`config.mk`:
```
export PLATFORM = sky130hd
export DESIGN_NAME = button_debounce_multi
export DESIGN_NICKNAME = d
export VERILOG_FILES = /design/src/rtl/button_debounce_multi.sv
export SDC_FILE = /design/constraint.sdc
export NUM_CORES = 1
export LEC_CHECK = 0
export ABC_AREA = 1
export BUFFER_PORTS_ARGS = -buffer_cell sky130_fd_sc_hd__buf_2
export CELL_PAD_IN_SITES_DETAIL_PLACEMENT = 0
export CELL_PAD_IN_SITES_GLOBAL_PLACEMENT = 1
export CORE_AREA = 10 10 112 114
export DETAILED_ROUTE_END_ITERATION = 10
export DIE_AREA = 0 0 122 124
export GPL_ROUTABILITY_DRIVEN = 0
export PLACE_DENSITY = 0.68
export SLEW_MARGIN = 20
export SYNTH_ARGS = -nofsm -noshare
export SYNTH_HDL_FRONTEND = slang
export SYNTH_SLANG_ARGS = --single-unit
```
`constraint.sdc`:
```
create_clock -name clk -period 3.6 [get_ports clk]
set_input_delay 0.18 -clock clk [delete_from_list [all_inputs] [get_ports clk]]
set_output_delay 0.18 -clock clk [all_outputs]
set_load 0.02 [all_outputs]
```
`src/rtl/button_debounce_multi.sv`:
```
// Multi-channel pushbutton debouncer: two-flop synchroniser, shared sample tick,
// N-sample agreement filter, press/release pulses and optional auto-repeat while held.
module button_debounce_multi #(
    parameter int N_BTN        = 4,
    parameter int SAMPLE_DIV   = 500000,
    parameter int STABLE_CNT   = 3,
    parameter int REPEAT_DELAY = 100,
    parameter int REPEAT_RATE  = 25
) (
    input  logic             clk,
    input  logic             rst,
    input  logic [N_BTN-1:0] btn_in,
    output logic [N_BTN-1:0] btn_level,
    output logic [N_BTN-1:0] btn_press,
    output logic [N_BTN-1:0] btn_release,
    output logic [N_BTN-1:0] btn_repeat,
    output logic             sample_tick
);

    localparam int DIV_W  = (SAMPLE_DIV > 1) ? $clog2(SAMPLE_DIV) : 1;
    localparam int CNT_W  = (STABLE_CNT > 1) ? $clog2(STABLE_CNT) : 1;
    localparam int HOLD_W = (REPEAT_DELAY > 0) ? $clog2(REPEAT_DELAY + 1) : 1;

    localparam logic [DIV_W-1:0]  DIV_LAST  = DIV_W'(SAMPLE_DIV - 1);
    localparam logic [CNT_W-1:0]  CNT_LAST  = CNT_W'(STABLE_CNT - 1);
    localparam logic [HOLD_W-1:0] HOLD_FIRE = HOLD_W'(REPEAT_DELAY);
    // A rate not shorter than the delay reloads to zero, so the repeat period becomes the delay.
    localparam logic [HOLD_W-1:0] HOLD_RELOAD =
        (REPEAT_RATE >= REPEAT_DELAY) ? '0 : HOLD_W'(REPEAT_DELAY - REPEAT_RATE);
    localparam bit REPEAT_EN = (REPEAT_RATE != 0) && (REPEAT_DELAY != 0);

    logic [DIV_W-1:0] div_reg;
    logic             tick;
    logic [N_BTN-1:0] sync1_reg;
    logic [N_BTN-1:0] sync2_reg;

    assign tick        = (div_reg == DIV_LAST);
    assign sample_tick = tick;

    always_ff @(posedge clk or posedge rst) begin
        if (rst) begin
            div_reg   <= '0;
            sync1_reg <= '0;
            sync2_reg <= '0;
        end else begin
            div_reg   <= tick ? '0 : div_reg + 1'b1;
            sync1_reg <= btn_in;
            sync2_reg <= sync1_reg;
        end
    end

    genvar gi;
    generate
        for (gi = 0; gi < N_BTN; gi++) begin : g_chan
            logic              level_reg;
            logic              press_reg;
            logic              release_reg;
            logic              repeat_reg;
            logic [CNT_W-1:0]  cnt_reg;
            logic [HOLD_W-1:0] hold_reg;
            logic              differ;
            logic              flip;
            logic [HOLD_W-1:0] hold_inc;

            always_comb begin
                differ   = sync2_reg[gi] ^ level_reg;
                flip     = tick && differ && (cnt_reg == CNT_LAST);
                hold_inc = hold_reg + 1'b1;
            end

            always_ff @(posedge clk or posedge rst) begin
                if (rst) begin
                    level_reg   <= 1'b0;
                    press_reg   <= 1'b0;
                    release_reg <= 1'b0;
                    repeat_reg  <= 1'b0;
                    cnt_reg     <= '0;
                    hold_reg    <= '0;
                end else begin
                    press_reg   <= flip & ~level_reg;
                    release_reg <= flip & level_reg;
                    repeat_reg  <= 1'b0;
                    if (tick) begin
                        if (!differ) begin
                            cnt_reg <= '0;
                        end else if (flip) begin
                            cnt_reg   <= '0;
                            level_reg <= ~level_reg;
                        end else begin
                            cnt_reg <= cnt_reg + 1'b1;
                        end
                        // Hold counter only advances while held; press and release edges both clear it.
                        if (!level_reg || flip) begin
                            hold_reg <= '0;
                        end else if (REPEAT_EN && (hold_reg < HOLD_FIRE)) begin
                            if (hold_inc == HOLD_FIRE) begin
                                repeat_reg <= 1'b1;
                                hold_reg   <= HOLD_RELOAD;
                            end else begin
                                hold_reg <= hold_inc;
                            end
                        end
                    end
                end
            end

            assign btn_level[gi]   = level_reg;
            assign btn_press[gi]   = press_reg;
            assign btn_release[gi] = release_reg;
            assign btn_repeat[gi]  = repeat_reg;
        end
    endgenerate

endmodule
```
# After elaboration in Yosys (flattened, before gate mapping)
# Index checks and enable logic that the tools add are counted.
# totals
register_bits	79
inputBits	6
out_inout_bits	17
wordCells	130
# classes
n_addsub	9
n_lt_le_gt_ge	4
eq_ne	9
mux	37
bitwise	16
reduce_logical	28
# ops
cell	n
2-to-1 mux 7 bit	12
adder 7 x 1 -> 7 bit (second input constant)	4
== test 7 bit (second input constant)	4
< comparator 7 bit (second input constant)	4
adder 19 x 1 -> 19 bit (second input constant)	1
== test 19 bit (second input constant)	1
2-to-1 mux 19 bit	1
2-to-1 mux 1 bit	16
2-to-1 mux 2 bit	8
AND reduction 3 bit	4
adder 2 x 1 -> 2 bit (second input constant)	4
AND 1 bit	8
== test 2 bit (second input constant)	4
logical AND 1 bit	8
AND reduction 2 bit	4
nonzero test 2 bit	4
logical NOT 1 bit	4
logical OR 1 bit	4
NOT 1 bit	4
bitwise XOR 1 bit	4

# Logic depth before layout (Yosys ltp)
# depth
depth_word	6
depth_mapped	11
depth_no_buf	10

# Least setup slack after synthesis
# OpenSTA, ideal clock, no wires.
# synth_path
kind	flip-flop to flip-flop
start	register div_reg[0]
end	register g_chan[0].level_reg
arrival_time_ps	1559
t_required_ps	3476
slack_ps	1917
stages_incl_launch_ff	11
path_buffers	1
cell_sequence	dfrtp_1 -> ha_1 -> nand3_2 -> inv_2 -> nand3_2 -> nor2_4 -> buf_6 -> nand3_4 -> nand2_4 -> inv_2 -> or2_1
# synth_via
elab_chain_len	4
# synth_rtl
item	line_no	rtl
start: declaration	32	logic [DIV_W-1:0] div_reg;
start signal: assignment	46	div_reg <= tick ? '0 : div_reg + 1'b1;
== test 19 bit (*)	37	assign tick = (div_reg == DIV_LAST);
logical AND 1 bit (2 in a row)	67	flip = tick && differ && (cnt_reg == CNT_LAST);
AND reduction 3 bit (no line) (*)	--	
end signal: assignment	88	level_reg <= ~level_reg;
end: declaration	55	logic level_reg;
# Every way passes the cells marked *; elsewhere a longest branch is shown, timed or not.
# A chain may end at the register's enable or synchronous reset.

# Final worst setup path
# layout_path
start	register div_reg[0]
end	register g_chan[1].hold_reg[3]
# layout_via
elab_chain_len	6
word_cells_on_any_way	7
cone_classes	eq/ne: 1; mux: 1; reduce/logical: 5
# layout_rtl
item	line_no	rtl
== test 19 bit (*)	37	
logical AND 1 bit (2 in a row)	67	
logical OR 1 bit	93	if (!level_reg || flip) begin
nonzero test 2 bit (no line)	--	
AND reduction 2 bit (no line)	--	
end signal: assignment	100	hold_reg <= hold_inc;
end: declaration	60	logic [HOLD_W-1:0] hold_reg;
# Marked as above.

==> metrics.md <==
| Metric | Value |
|---|---|
| Hold WC Path Type | `flop to flop` |
| Initial antenna violation count | `0` |
| Synth top cells by count | `122 x nand2_1, 79 x dfrtp_1, 62 x inv_1` |
| Die area | `15130 um^2` |
| Final min period | `about 2.4 ns` |
| Power Internal | `between 1 and 1.5 mW` |
| Synth Flop Type | `dfrtp_1` |
| EDFF count, synth | `0` |
| Yosys reg bits | `slightly below 80` |
| Syn nets | `502` |
| Initial DRT Pass Iterations | `4` |
| Critical-path maximum fanout | `21` |
| Post-CTS Setup Inserts | `0` |
| CTS Buf Count | `9` |
| Final period util | `roughly 67%` |
| Count leader, synth | `nand2_1` |
| Combinational power share | `1.8%` |
| Endpoints failing hold | `0` |
| Max VDD drop | `between 0.2 and 0.25 mV` |
| Pleak | `about 2.2 nW` |
| Clock network fraction of total power | `approximately 40%` |
| Worst-Skew Late Latency | `roughly 0.36 ns` |
| Final setup TNS | `0 ns` |
| DRC viols | `0` |
| Max reg flops | `28` |
| Initial drt markers | `~260` |
| Critical path arrival | `about 2.7 ns` |
| Detail Route Antenna Nets | `0` |
| Normalized max-slew margin | `roughly half` |
| Avg Cell Area, Syn | `8.292 um^2` |
| Core ar. | `around 10000 um^2` |
| Die Ht | `approximately 120 um` |
| H-tree Lvls | `3` |
| Area leader, netlist | `dfrtp_1` |
| Worst clock skew | `between 0.015 and 0.02 ns` |
| HPWL Detailed | `between 5000 and 6000 um` |
| PwrDens | `approximately 350 nW/um^2` |
| TritonCTS clock tree | `done` |
| NetSw | `between 0.3 and 0.4 mW` |
| Sink Count | `between 70 and 80` |
| Dominant cells by area after synthesis | `dfrtp_1 49%, nand2_1 11%, xor2_1 5.8%, inv_1 5.7%, nand3_1 5.2%` |
| Crit path kind | `flop to flop` |
| Standard-cell rows | `37` |
| CTS root buf | `clkbuf_8` |
| Routed WL | `roughly 7900 um` |
| Area added between synthesis and finish | `9.465%` |
| Startpoint types | `flop` |
| Cells after Synth | `~500` |
| # diodes | `0` |
| Die Width | `between 100 and 150 um` |
| GRT overflow | `0` |
| Vias in the first global route | `~3000` |
| DR WL/cell | `~12 um` |
| Worst slew pin tran | `0.7221 ns` |
| Crit end category | `flop` |
| Dpl ws | `between 1 and 1.5 ns` |
| Flop2flop setup slack | `between 1 and 1.5 ns` |
| RSZ-0062 raised after global routing | `false` |
| Register area share after synthesis | `48.56%` |
| Worst endpoint required time | `roughly 3.9 ns` |
| Final WS setup | `1.174 ns` |
| Fillers | `approximately 1000` |
| Share of total power in sequential cells | `a little under three fifths` |
| First-pass GRT wire length | `between 10000 and 15000 um` |
| Power Total | `1.562 mW` |
| Post-synth cell types | `30` |
| Starting Density | `approximately 40%` |
| Fin. max-slew vios | `0` |
| Vias | `3038` |
| Nets | `around 520` |
| Max-cap violations | `0` |
| Run status | `complete, no violations` |
| Ports | `23` |
| Synth Warn # | `0` |
| Clock Path Buffers | `2` |
| Clock transition at path regs | `about 0.090 ns` |
| Sw Share | `between 20% and 30%` |
| Max frequency | `0.4121 GHz` |
| Post-synth top area share | `between 40% and 50%` |
| Final setup fails | `0` |
| Mapped Area | `approximately 4100 um^2` |
| Via density | `approximately 4.7` |
| Share of layout cells above drive strength 1 | `a little under an eighth` |
| GRT Total Usage | `around 12%` |
| Async set or reset register ratio after synthesis | `100.0%` |
| Port Buffer Count | `22` |
| Largest net degree at the start of global routing | `60` |
[per-layer routing]
metal | vias up | global-route usage [%] | share of wire (%) | routed length (um)
li1 | 1567 | - | - | -
met1 | 1419 | 14.92 | 48 | 3795
met2 | 40 | 18.03 | 47 | 3702
met3 | 12 | 3.348 | 3.9 | 312
met4 | 0 | 4.024 | 1.4 | 114
met5 | - | 0 | 0 | 0
[path summary, 6_finish.rpt]
path | startpoint | end | depth (start not counted)
worst max register to register | div_reg[0] | g_chan[1].hold_reg[3] | 10
worst min-delay path | sync1_reg[2] | sync2_reg[2] | 0
worst min register to register | sync1_reg[2] | sync2_reg[2] | 0
worst max-delay path | div_reg[0] | g_chan[1].hold_reg[3] | 10
min in group asynchronous | rst | g_chan[1].hold_reg[0] | 3
max in group asynchronous | rst | div_reg[4] | 4
[through the flow]
stage / utilization (%) / cells / hold slack, ns / area [um^2]
after detailed placement: 41.23 / 631 / 0.2922 / 4218
after global routing: 43.56 / 652 / 0.3629 / 4457
final: 43.56 / 652 / 0.3544 / 4457
after global placement: 41.23 / 631 / 0.2891 / 4218
after CTS: 43.45 / 651 / 0.04652 / 4446
after floorplan: - / 491 / 0.2114 / 4071
[power groups by stage]
stage	clock [mW]	combinational, mW	sequential [mW]
after floorplan	0	0.0153	0.910
after global placement	0	0.0252	0.910
after detailed placement	0	0.0254	0.910
after CTS	0.674	0.0288	0.893
after global routing	0.707	0.0332	0.893
final	0.642	0.0277	0.892
[layout make-up]
class	count	area (um^2)	share of cell area, %
Inverter	64	242.7	5.446
Sequential cell	79	1977	44.36
Multi-Input combinational cell	328	1704	38.24
Tap cell	136	170.2	3.818
Timing Repair Buffer	29	175.2	3.930
Clock buffer	10	137.6	3.088
Clock inverter	6	50.05	1.123
[placed cells by master, fill, tap and decap left out, types with 3 or more instances in the layout]
| master | synthesis | layout |
|---|---|---|
| nor2_4 | 3 | 3 |
| o21ai_0 | 14 | 14 |
| nand2_1 | 122 | 122 |
| nand3_2 | 4 | 4 |
| a21oi_1 | 3 | 3 |
| buf_2 | 0 | 22 |
| inv_1 | 62 | 61 |
| nand4_1 | 9 | 9 |
| clkbuf_8 | 0 | 10 |
| xnor2_1 | 10 | 10 |
| ha_1 | 5 | 5 |
| o22ai_1 | 4 | 4 |
| dfrtp_1 | 79 | 79 |
| xor2_1 | 27 | 27 |
| nand2_2 | 3 | 3 |
| nor3_1 | 13 | 13 |
| dlygate4sd3_1 | 0 | 5 |
| nor2_1 | 56 | 56 |
| inv_6 | 0 | 4 |
| nand3_1 | 42 | 42 |
[worst max-delay path: stages (launching register included)]
cell	delay [ns]
dfrtp_1	0.38
ha_1	0.29
nand3_2	0.17
inv_2	0.10
nand3_2	0.09
nor2_4	0.45
nand3_1	0.30
nand3_1	0.17
nand2_1	0.18
nand2_1	0.12
nand2_1	0.05
[cell families after synthesis]
family	Yosys count	synth area share, %
flops	79	48.56
simple gates	264	29.53
fa+ha+maj	5	1.537
buf+inv	84	9.588
xor+xnor	37	7.959
compound gates	22	2.827
[timing repair]
action	4_1_cts	5_1_grt
hold buffers	4	1
gates resized for setup	0	0
hold endpoints to repair	4	5
Note: power is estimated with default switching activity, not from simulation.
